File: src/rtl/alu_pkg.sv
// Shared definitions for the ALU arbiter: opcodes, FSM states and the reject rule.
package alu_pkg;
  localparam int LATIME_DEF = 32;

  localparam logic [3:0] OP_ADD = 4'd0;
  localparam logic [3:0] OP_SUB = 4'd1;
  localparam logic [3:0] OP_MUL = 4'd2;
  localparam logic [3:0] OP_DIV = 4'd3;
  localparam logic [3:0] OP_AND = 4'd4;
  localparam logic [3:0] OP_OR  = 4'd5;
  localparam logic [3:0] OP_XOR = 4'd6;
  localparam logic [3:0] OP_SHL = 4'd7;
  localparam logic [3:0] OP_SHR = 4'd8;
  localparam logic [3:0] OP_MAX = OP_SHR;

  typedef enum logic [1:0] {
    IDLE = 2'd0,
    EXEC = 2'd1,
    RASP = 2'd2
  } state_t;

  // Operations the ALU must never see: unknown opcodes and division by zero.
  function automatic logic op_rejected(input logic [3:0] op, input logic b_zero);
    return (op > OP_MAX) || ((op == OP_DIV) && b_zero);
  endfunction
endpackage

File: src/rtl/alu_arbitru_if.sv
// Request, response and ALU-side signals of the arbiter; slave = arbiter, master = requesters/ALU.
interface alu_arbitru_if
  import alu_pkg::*;
#(
  parameter int LATIME = LATIME_DEF
);
  logic              req0_valid, req0_ready;
  logic [LATIME-1:0] req0_A, req0_B;
  logic [3:0]        req0_operatie;
  logic              req1_valid, req1_ready;
  logic [LATIME-1:0] req1_A, req1_B;
  logic [3:0]        req1_operatie;

  logic              resp0_valid, resp0_ready;
  logic              resp1_valid, resp1_ready;
  logic [LATIME-1:0] resp_rezultat, resp_rest;
  logic              resp_zero, resp_eroare;

  logic [LATIME-1:0] alu_A, alu_B;
  logic [3:0]        alu_operatie;
  logic [LATIME-1:0] alu_rezultat, alu_rest;
  logic              alu_zero;

  modport slave (
    input  req0_valid, req0_A, req0_B, req0_operatie,
    input  req1_valid, req1_A, req1_B, req1_operatie,
    output req0_ready, req1_ready,
    output resp0_valid, resp1_valid, resp_rezultat, resp_rest, resp_zero, resp_eroare,
    input  resp0_ready, resp1_ready,
    output alu_A, alu_B, alu_operatie,
    input  alu_rezultat, alu_rest, alu_zero
  );

  modport master (
    output req0_valid, req0_A, req0_B, req0_operatie,
    output req1_valid, req1_A, req1_B, req1_operatie,
    input  req0_ready, req1_ready,
    input  resp0_valid, resp1_valid, resp_rezultat, resp_rest, resp_zero, resp_eroare,
    output resp0_ready, resp1_ready,
    input  alu_A, alu_B, alu_operatie,
    output alu_rezultat, alu_rest, alu_zero
  );
endinterface

File: src/rtl/arbitru_rr.sv
// Two-way round-robin grant: pointer holder wins ties, pointer passes to the other side on accept.
module arbitru_rr (
  input  logic valid0,
  input  logic valid1,
  input  logic ptr,
  input  logic accept,
  output logic grant,
  output logic grant_vld,
  output logic ptr_next
);
  assign grant_vld = valid0 | valid1;
  assign grant     = (valid0 && valid1) ? ptr : valid1;
  assign ptr_next  = accept ? ~grant : ptr;
endmodule

File: src/rtl/alu_arbitru.sv
// Arbitrates two requesters onto one shared combinational ALU, holds its inputs for
// LATENTA_ALU cycles, then returns the captured result until the owner takes it.
module alu_arbitru
  import alu_pkg::*;
#(
  parameter int LATIME      = LATIME_DEF,
  parameter int LATENTA_ALU = 1
) (
  input logic         clk,
  input logic         rst,
  alu_arbitru_if.slave bus
);
  localparam logic [3:0] LAT_INIT = 4'(LATENTA_ALU);

  state_t            state, state_nxt;
  logic              ptr, ptr_nxt, owner;
  logic              grant, grant_vld, accept, reject;
  logic [LATIME-1:0] in_a, in_b, a_q, b_q;
  logic [3:0]        in_op, op_q, cnt;
  logic [LATIME-1:0] rez_q, rest_q;
  logic              zero_q, err_q;

  arbitru_rr u_rr (
    .valid0    (bus.req0_valid),
    .valid1    (bus.req1_valid),
    .ptr       (ptr),
    .accept    (accept),
    .grant     (grant),
    .grant_vld (grant_vld),
    .ptr_next  (ptr_nxt)
  );

  assign accept = !rst && (state == IDLE) && grant_vld;
  assign in_a   = grant ? bus.req1_A : bus.req0_A;
  assign in_b   = grant ? bus.req1_B : bus.req0_B;
  assign in_op  = grant ? bus.req1_operatie : bus.req0_operatie;
  assign reject = op_rejected(in_op, in_b == '0);

  assign bus.resp_rezultat = rez_q;
  assign bus.resp_rest     = rest_q;
  assign bus.resp_zero     = zero_q;
  assign bus.resp_eroare   = err_q;

  always_ff @(posedge clk) begin
    if (rst) state <= IDLE;
    else     state <= state_nxt;
  end

  always_comb begin
    state_nxt        = state;
    bus.req0_ready   = 1'b0;
    bus.req1_ready   = 1'b0;
    bus.resp0_valid  = 1'b0;
    bus.resp1_valid  = 1'b0;
    bus.alu_A        = '0;
    bus.alu_B        = '0;
    bus.alu_operatie = '0;
    case (state)
      IDLE: begin
        bus.req0_ready = !rst && grant_vld && !grant;
        bus.req1_ready = !rst && grant_vld && grant;
        if (accept) state_nxt = reject ? RASP : EXEC;
      end
      EXEC: begin
        bus.alu_A        = a_q;
        bus.alu_B        = b_q;
        bus.alu_operatie = op_q;
        if (cnt == 4'd1) state_nxt = RASP;
      end
      RASP: begin
        bus.resp0_valid = !owner;
        bus.resp1_valid = owner;
        if (owner ? bus.resp1_ready : bus.resp0_ready) state_nxt = IDLE;
      end
      default: state_nxt = IDLE;
    endcase
  end

  always_ff @(posedge clk) begin
    if (rst) begin
      ptr    <= 1'b0;
      owner  <= 1'b0;
      a_q    <= '0;
      b_q    <= '0;
      op_q   <= '0;
      cnt    <= '0;
      rez_q  <= '0;
      rest_q <= '0;
      zero_q <= 1'b0;
      err_q  <= 1'b0;
    end else begin
      ptr <= ptr_nxt;
      if (accept) begin
        owner <= grant;
        a_q   <= in_a;
        b_q   <= in_b;
        op_q  <= in_op;
        cnt   <= LAT_INIT;
        if (reject) begin
          rez_q  <= '0;
          rest_q <= '0;
          zero_q <= 1'b0;
          err_q  <= 1'b1;
        end
      end else if (state == EXEC) begin
        cnt <= cnt - 4'd1;
        // Sample on the last hold cycle; the remainder is only meaningful for division.
        if (cnt == 4'd1) begin
          rez_q  <= bus.alu_rezultat;
          rest_q <= (op_q == OP_DIV) ? bus.alu_rest : '0;
          zero_q <= bus.alu_zero;
          err_q  <= 1'b0;
        end
      end
    end
  end
endmodule
File: src/flat_wrapper.sv
// flat-port wrapper written by rule: the top's interface ports become plain ports
module alu_arbitru_flat import alu_pkg::*;
#(
  parameter int LATIME      = LATIME_DEF,
  parameter int LATENTA_ALU = 1
)
  (clk, rst, bus_req0_valid, bus_req0_A, bus_req0_B, bus_req0_operatie, bus_req1_valid, bus_req1_A, bus_req1_B, bus_req1_operatie, bus_req0_ready, bus_req1_ready, bus_resp0_valid, bus_resp1_valid, bus_resp_rezultat, bus_resp_rest, bus_resp_zero, bus_resp_eroare, bus_resp0_ready, bus_resp1_ready, bus_alu_A, bus_alu_B, bus_alu_operatie, bus_alu_rezultat, bus_alu_rest, bus_alu_zero);
  alu_arbitru_if #(.LATIME(LATIME)) bus_i ();
  input logic clk;
  input logic rst;
  input wire logic [$bits(bus_i.req0_valid)-1:0] bus_req0_valid;
  input wire logic [$bits(bus_i.req0_A)-1:0] bus_req0_A;
  input wire logic [$bits(bus_i.req0_B)-1:0] bus_req0_B;
  input wire logic [$bits(bus_i.req0_operatie)-1:0] bus_req0_operatie;
  input wire logic [$bits(bus_i.req1_valid)-1:0] bus_req1_valid;
  input wire logic [$bits(bus_i.req1_A)-1:0] bus_req1_A;
  input wire logic [$bits(bus_i.req1_B)-1:0] bus_req1_B;
  input wire logic [$bits(bus_i.req1_operatie)-1:0] bus_req1_operatie;
  output wire logic [$bits(bus_i.req0_ready)-1:0] bus_req0_ready;
  output wire logic [$bits(bus_i.req1_ready)-1:0] bus_req1_ready;
  output wire logic [$bits(bus_i.resp0_valid)-1:0] bus_resp0_valid;
  output wire logic [$bits(bus_i.resp1_valid)-1:0] bus_resp1_valid;
  output wire logic [$bits(bus_i.resp_rezultat)-1:0] bus_resp_rezultat;
  output wire logic [$bits(bus_i.resp_rest)-1:0] bus_resp_rest;
  output wire logic [$bits(bus_i.resp_zero)-1:0] bus_resp_zero;
  output wire logic [$bits(bus_i.resp_eroare)-1:0] bus_resp_eroare;
  input wire logic [$bits(bus_i.resp0_ready)-1:0] bus_resp0_ready;
  input wire logic [$bits(bus_i.resp1_ready)-1:0] bus_resp1_ready;
  output wire logic [$bits(bus_i.alu_A)-1:0] bus_alu_A;
  output wire logic [$bits(bus_i.alu_B)-1:0] bus_alu_B;
  output wire logic [$bits(bus_i.alu_operatie)-1:0] bus_alu_operatie;
  input wire logic [$bits(bus_i.alu_rezultat)-1:0] bus_alu_rezultat;
  input wire logic [$bits(bus_i.alu_rest)-1:0] bus_alu_rest;
  input wire logic [$bits(bus_i.alu_zero)-1:0] bus_alu_zero;
  assign bus_i.req0_valid = bus_req0_valid;
  assign bus_i.req0_A = bus_req0_A;
  assign bus_i.req0_B = bus_req0_B;
  assign bus_i.req0_operatie = bus_req0_operatie;
  assign bus_i.req1_valid = bus_req1_valid;
  assign bus_i.req1_A = bus_req1_A;
  assign bus_i.req1_B = bus_req1_B;
  assign bus_i.req1_operatie = bus_req1_operatie;
  assign bus_req0_ready = bus_i.req0_ready;
  assign bus_req1_ready = bus_i.req1_ready;
  assign bus_resp0_valid = bus_i.resp0_valid;
  assign bus_resp1_valid = bus_i.resp1_valid;
  assign bus_resp_rezultat = bus_i.resp_rezultat;
  assign bus_resp_rest = bus_i.resp_rest;
  assign bus_resp_zero = bus_i.resp_zero;
  assign bus_resp_eroare = bus_i.resp_eroare;
  assign bus_i.resp0_ready = bus_resp0_ready;
  assign bus_i.resp1_ready = bus_resp1_ready;
  assign bus_alu_A = bus_i.alu_A;
  assign bus_alu_B = bus_i.alu_B;
  assign bus_alu_operatie = bus_i.alu_operatie;
  assign bus_i.alu_rezultat = bus_alu_rezultat;
  assign bus_i.alu_rest = bus_alu_rest;
  assign bus_i.alu_zero = bus_alu_zero;
  alu_arbitru #(.LATIME(LATIME), .LATENTA_ALU(LATENTA_ALU)) u_core (.clk(clk), .rst(rst), .bus(bus_i));
endmodule
File: config.mk
export PLATFORM = sky130hd
export DESIGN_NAME = alu_arbitru_flat
export DESIGN_NICKNAME = d
export VERILOG_FILES = /design/src/rtl/alu_pkg.sv /design/src/rtl/alu_arbitru_if.sv /design/src/rtl/arbitru_rr.sv /design/src/rtl/alu_arbitru.sv /design/src/flat_wrapper.sv
export SDC_FILE = /design/constraint.sdc
export NUM_CORES = 1
export LEC_CHECK = 0
export ABC_AREA = 1
export BUFFER_PORTS_ARGS = -buffer_cell sky130_fd_sc_hd__buf_4
export CAP_MARGIN = 20
export CORE_AREA = 2 2 133 135
export DETAILED_ROUTE_END_ITERATION = 10
export DIE_AREA = 0 0 135 137
export PLACE_DENSITY = 0.69
export SYNTH_ARGS = -nofsm -noshare
export SYNTH_HDL_FRONTEND = slang
export SYNTH_SLANG_ARGS = --single-unit
File: constraint.sdc
create_clock -name clk -period 4.5 [get_ports clk]
set_clock_uncertainty 0.15 [all_clocks]
set_input_delay 0.675 -clock clk [delete_from_list [all_inputs] [get_ports clk]]
set_output_delay 0.675 -clock clk [all_outputs]
set_load 0.1 [all_outputs]
==> results of run 1 <==
-- placed cells by master, fill, tap and decap left out, types with 2 or more instances in the layout --
cell and count:
inv_1 164, o22ai_1 26, nand2_1 390, a31oi_1 32, nor2_2 3, buf_4 356
clkinv_2 3, bufinv_16 2, inv_6 3, clkbuf_16 17, o21ai_1 2, nor3_1 2
dfxtp_1 142, buf_12 2, inv_2 3, o21ai_0 16, clkinvlp_4 5, nand3b_1 17
ha_1 2, clkbuf_8 3, a21oi_1 27, nand3_1 37, nor2_1 216
-- tightest hold or removal path: stages (launching register included) --
cell and delay (ns):
dfxtp_1 0.31, nand2_1 0.05, o21ai_0 0.06
-- synthesized netlist by cell type --
cell        n
a21oi_1    27
nor3_1      2
o21ai_1     3
a22oi_1     1
inv_1     166
nand2_2     1
buf_1       4
buf_2      20
o22ai_1    26
clkbuf_1   47
a31oi_1    32
a31o_2      1
nand3_1    37
ha_1        2
inv_2       2
nor4_2      1
nand3_2     1
dfxtp_1   142
a21boi_2    1
nor4_1      1
nand3b_1   17
or2_2       1
o21ai_0    16
nand2_1   390
nor2_1    218
nor2_2      1
-- power breakdown --
part           internal [uW]  total, uW  leakage (uW)  switching, uW
Clock                    864       1430      0.000281            567
Sequential              1410       1480       0.00117           67.7
Combinational            421       1570       0.00389           1150
Total                   2690       4480       0.00534           1790
-- kinds of logic (layout without fill, tap and decap cells) --
family	Yosys count	in the layout	share of synthesized area
and+or+nand+nor	670	670	0.3756
buffers and inverters	239	558	0.1306
DFF	142	142	0.4025
AOI/OAI and AO/OA	107	107	0.08787
adders and majority gates	2	2	0.003542
-- final cells by class --
type | instances | area share
well taps | 225 | 0.02709
repair buffers | 358 | 0.2610
clock buffers | 20 | 0.04491
multi-input cells | 779 | 0.3198
clock inverters | 12 | 0.01288
flip-flops and latches | 142 | 0.2735
inverters | 168 | 0.06080
-- state kept, by name, indices dropped and copies added, names as in the netlist --
register,cells
u_core.bus.resp_zero,1
u_core.bus.resp_eroare,1
u_core.ptr,1
u_core.op_q,4
u_core.bus.resp_rest,32
u_core.cnt,4
u_core.state,2
u_core.b_q,32
u_core.a_q,32
u_core.owner,1
u_core.bus.resp_rezultat,32
-- routing by layer --
metal	GRT usage	share of wire	vias to the layer above
li1	-	-	4110
met2	0.4199	0.49	260
met1	0.2817	0.41	3416
met4	0.1082	0.026	0
met3	0.07111	0.077	37
met5	0	0	-
-- metrics by stage --
| step | total power [uW] | instances | instance area (sq um) | setup slack [ns] |
|---|---|---|---|---|
| after floorplan | 2652 | 1160 | 7063 | 1.166 |
| after global placement | 3058 | 1671 | 9772 | 0.8458 |
| after detailed placement | 3077 | 1672 | 9792 | 0.8524 |
| after CTS | 4509 | 1704 | 10390 | 1.120 |
| after global routing | 4690 | 1704 | 10390 | 0.8774 |
| final | 4477 | 1704 | 10390 | 1.119 |
-- worst max path at each step --
stage / start / endpoint / slack, ns / depth (start not counted)
CTS: bus_req1_valid / bus_req1_ready / 1.12 / 7
global placement: bus_req1_valid / u_core.bus.resp_rezultat[10] / 0.85 / 10
global route: bus_req1_valid / u_core.bus.resp_rezultat[5] / 0.88 / 15
detailed placement: bus_req1_valid / u_core.bus.resp_rezultat[10] / 0.85 / 15
floorplan: rst / bus_req1_ready / 1.17 / 5
finish: bus_req1_valid / bus_req1_ready / 1.12 / 7
==> metrics.txt, run 1 <==
crit path max fanout=33; PwrDens=about 430 mW/mm^2; CTS sink cnt=around 140; VDD IR max=between 0.2 and 0.3 mV; row count=48; global-route wire length before repair=roughly 36000 um; Slew Limit Fails=0; total length of routed wires=23080 um; Area Growth Syn to Fin=47.14%; fin util=0.6093; core box area=0.01706 sq mm; period utilization=0.7512; Final Critical Period=between 3 and 4 ns; Total Routing Usage GR=0.2439; drt pass-1 iters=4; Yosys cell types=26; Synth area leaders=dfxtp_1, nand2_1, nor2_1; WS Path Type=in2out; Worst EP arrival=about 2.6 ns; worst flop-to-flop path endpoint=u_core.bus.resp_rezultat[10]; Via Count=between 7000 and 8000; CP bufs+invs=4; crit-path cells=buf_4 -> o21ai_0 -> nor2_2 -> clkinv_2 -> nor2_2 -> buf_4 -> buf_4; share of layout cells above drive strength 1=0.2732; pin count of the biggest net entering global routing=74; DR WL/cell=13.54 um; hold slack final=between 0.3 and 0.4 ns; root buf cell=clkbuf_16; Reg2Reg Launch Point=u_core.ptr; Hold Path Class=reg2reg; setup violators final=0; slowest stage delay, CP=roughly 0.36 ns; Post-DRT Antenna Nets=0; post-detail-place hpwl=around 17000 um; Max Clk Rate=0.2958 GHz; R2R Setup Slk=~1.3 ns; Final nets=around 1700; Initial Util=0.4141; setup tns final=0 ns; Netlist Area Pre-Place=0.007063 sq mm; Worst-path clk slew=approximately 0.060 ns; syn_nets=about 1400; HP Start=u_core.bus.resp_eroare; WHS Endpoint=u_core.bus.resp_eroare; Multi-input gate area=about 0.0033 sq mm; Final Hold Vio Count=0; synthesized area per cell=~6 sq um; area share of the largest cell type after synthesis=0.4025; post-synthesis sequential area ratio=0.4025; Ports=345; FF/Latch Area=between 0.002 and 0.003 sq mm; DRC viols=0; max_cap viols=0; Worst-Margin Slew=0.9318 ns; initial antenna violation count=0; worst-skew pair later-pin latency=about 0.42 ns; Reg2Reg Depth=18; gpl congestion=0.8481; IO Port Bufs=~340; H-tree levels=4; gate count after technology mapping=about 1200; CTS tree=yes; die width=between 100 and 150 um; Yosys Warn Count=0; outcome=finished clean; Top delay family on crit path=buffers and inverters; Iteration-0 DRC Markers=464; grt total ovfl=0; Worst setup SP type=primary input; PostCTS Resize Cnt=0; number of setup buffers added after CTS=0; Yosys top cell by area=dfxtp_1; Worst path slowest cell=buf_4; vias per cell=~4.6; CP required=~3.7 ns; ANT cells=0; FF+latch count, synth=between 100 and 150; relative slew slack=0.3742; CP Capture Type=output port; # fillers=1718; Top cell by count, worst path=buf_4; vias in the first global route=roughly 7400; die area=around 0.018 sq mm; Longest Clk Path Bufs=2; Die Y-Extent=between 100 and 150 um; RSZ-0062 raised after global routing=false; worst hold path depth=2; cts hold-fix bufs=0; CTS buffer count=17; leakage power=about 0.0053 uW
(Power assumes the default switching activity.)
==> inputs of run 2 (changes only) <==
--- a/config.mk
+++ b/config.mk
@@ -8,10 +8,10 @@
 export ABC_AREA = 1
 export BUFFER_PORTS_ARGS = -buffer_cell sky130_fd_sc_hd__buf_4
 export CAP_MARGIN = 20
-export CORE_AREA = 2 2 133 135
+export CORE_AREA = 2 2 134 136
 export DETAILED_ROUTE_END_ITERATION = 10
-export DIE_AREA = 0 0 135 137
-export PLACE_DENSITY = 0.69
+export DIE_AREA = 0 0 136 138
+export PLACE_DENSITY = 0.68
 export SYNTH_ARGS = -nofsm -noshare
 export SYNTH_HDL_FRONTEND = slang
 export SYNTH_SLANG_ARGS = --single-unit
==> constraint.sdc (replaced) <==
create_clock -name clk -period 3.5 [get_ports clk]
set_clock_uncertainty 0.15 [all_clocks]
set_input_delay 0.525 -clock clk [delete_from_list [all_inputs] [get_ports clk]]
set_output_delay 0.525 -clock clk [all_outputs]
set_load 0.1 [all_outputs]
==> run 2 against run 1 <==
- die area increased by 1.5%
- via count increased by 0.50%
- register-to-register slack got worse by 0.47 ns
- total power increased by 32%
- core utilization decreased by 1.3 points
- cell area increased by 0.59%
==> metrics.txt, run 2 (same netlist as run 1, synthesis figures left out) <==
HP Start=bus_req0_A[25]; global-route wire length before repair=36140 um (+0.81%); R2R Setup Slk=0.83 ns (-0.47 ns); total length of routed wires=23270 um (+0.85%); DR WL/cell=13.62 um (+0.55%); CP Capture Type=output port; Iteration-0 DRC Markers=353 (-24%); Total Routing Usage GR=0.2422 (-0.001788); ANT cells=0 (unchanged); Worst-Margin Slew=0.7241 ns (-0.2077 ns); post-detail-place hpwl=17120 um (+2.1%); IO Port Bufs=344 (unchanged); row count=49 (+2.1%); initial antenna violation count=0 (unchanged); Die Y-Extent=138 um (+0.73%); Worst setup SP type=flip-flop; VDD IR max=0.3540 mV (+23%); most frequent cells in the layout=nand2_1, buf_4, nor2_1, inv_1, dfxtp_1; die area=0.01877 sq mm (+1.5%); DRC viols=0 (unchanged); leakage power=0.005377 uW (+0.76%); CTS tree=yes; sequential power share=0.320 (-0.009); Area Growth Syn to Fin=48.01%; PostCTS Resize Cnt=0 (unchanged); most common cell after layout, fill and taps aside=nand2_1; grt total ovfl=0 (unchanged); outcome=finished clean; Clock Power Share=0.338 (+0.019); Post-DRT Antenna Nets=0 (unchanged); relative slew slack=0.5173 (+0.1431); vias per cell=4.600 (+0.20%); Final nets=1677 (+0.12%); overall power=5916 uW (+32%); CP required=2.82 ns (-0.85 ns); worst hold path depth=3 (+1); period utilization=0.8300; Slew Limit Fails=0 (unchanged); Reg2Reg Depth=16 (-2); Worst-path clk slew=0.06 ns (about the same); cell internal power dissipation=3664 uW (+36%); pin count of the biggest net entering global routing=68 (-8.1%); root buf cell=clkbuf_16; vias in the first global route=7329 (-0.60%); Hold Path Class=in2reg; Initial Util=0.4028 (-0.01129); Max Clk Rate=between 0.3 and 0.4 GHz; WS Path Type=reg2out; Ports=345 (unchanged); CTS buffer count=17 (unchanged); gpl congestion=0.8396 (-1.0%); Reg2Reg Launch Point=u_core.ptr; switching share of power=0.3806 (-0.01820); number of setup buffers added after CTS=0 (unchanged); max_cap viols=0 (unchanged); Worst EP arrival=2.23 ns (-0.33 ns); NetSw=2252 uW (+26%); crit path max fanout=12 (-64%); origin of the worst setup path=u_core.state[1]; worst-skew pair later-pin latency=0.42 ns (about the same); setup violators final=0 (unchanged); worst flop-to-flop path endpoint=u_core.bus.resp_rezultat[17]; core box area=0.01753 sq mm (+2.8%); Gate power share=0.342 (-0.009); CTS sink cnt=142 (unchanged); Via Count=7862 (+0.50%); setup tns final=0 ns (unchanged); die width=136 um (+0.74%); Final Critical Period=slightly below 3 ns; Longest Clk Path Bufs=2 (unchanged); RSZ-0062 raised after global routing=false; Final Hold Vio Count=0 (unchanged); H-tree levels=4 (unchanged); share of layout cells above drive strength 1=0.2730 (about the same); PwrDens=565.9 mW/mm^2 (+31%); WHS Endpoint=u_core.a_q[25]; cts hold-fix bufs=0 (unchanged); drt pass-1 iters=5 (+1)
## run 2: changes by cell type in the layout (fill, tap and decap cells not counted), sizes merged
cell	change
clkinvlp	-3
bufinv	+3
inv	-2
clkbuf	+1
buf	+2
## run 2: critical path, stage by stage, from the launching register on
cell and delay (ns):
dfxtp_1 0.32, nor2_1 0.15, o21ai_0 0.22, nor2_2 0.18, clkinv_2 0.22, nor2_2 0.34
buf_4 0.36
## run 2: through the flow
stage / hold slack, ns / util / cells / worst slack (ns) / area, sq um
after detailed placement: 0.3177 / 0.5589 / 1678 / 0.4259 / 9799
after floorplan: 0.3003 / - / 1160 / 0.4657 / 7063
after global placement: 0.3129 / 0.5589 / 1678 / 0.5250 / 9799
after global routing: 0.1959 / 0.5962 / 1709 / 0.4665 / 10450
final: 0.1890 / 0.5962 / 1709 / 0.5949 / 10450
after CTS: 0.1701 / 0.5962 / 1709 / 0.5259 / 10450
## run 2: area by class of cell
cell class | instances | area [sq um]
fillers | 1751 | 7081
flip-flops and latches | 142 | 2843
well taps | 229 | 286.5
multi-input cells | 779 | 3323
repair buffers | 360 | 2715
clock inverters | 10 | 183.9
inverters | 168 | 631.9
clock buffers | 21 | 470.5
## run 2: how the worst max path moves through the flow
stage / end / slack [ns] / cells after the start
2_1_floorplan: bus_req1_ready / 0.47 / 5
3_3_place_gp: u_core.bus.resp_rezultat[1] / 0.52 / 14
3_5_place_dp: u_core.bus.resp_rest[21] / 0.43 / 14
4_1_cts: bus_req0_ready / 0.53 / 6
5_1_grt: u_core.bus.resp_rest[21] / 0.47 / 16
6_report: bus_req0_ready / 0.59 / 6
## run 2: layer usage
layer,part of all wire,global-route usage,wire length [um],vias to the layer above
met5,0,0,0,-
met4,0.033,0.1025,767,0
met3,0.078,0.07517,1822,49
met2,0.48,0.4131,11280,268
met1,0.40,0.2778,9401,3429
li1,-,-,-,4116
## run 2: power by group through the flow
stage,logic [uW],clock network (uW),registers (uW)
6_report,2020,2000,1890
5_1_grt,2170,2110,1920
4_1_cts,2030,2040,1900
3_5_place_dp,2030,0,1930
3_3_place_gp,2010,0,1920
2_1_floorplan,779,0,2630
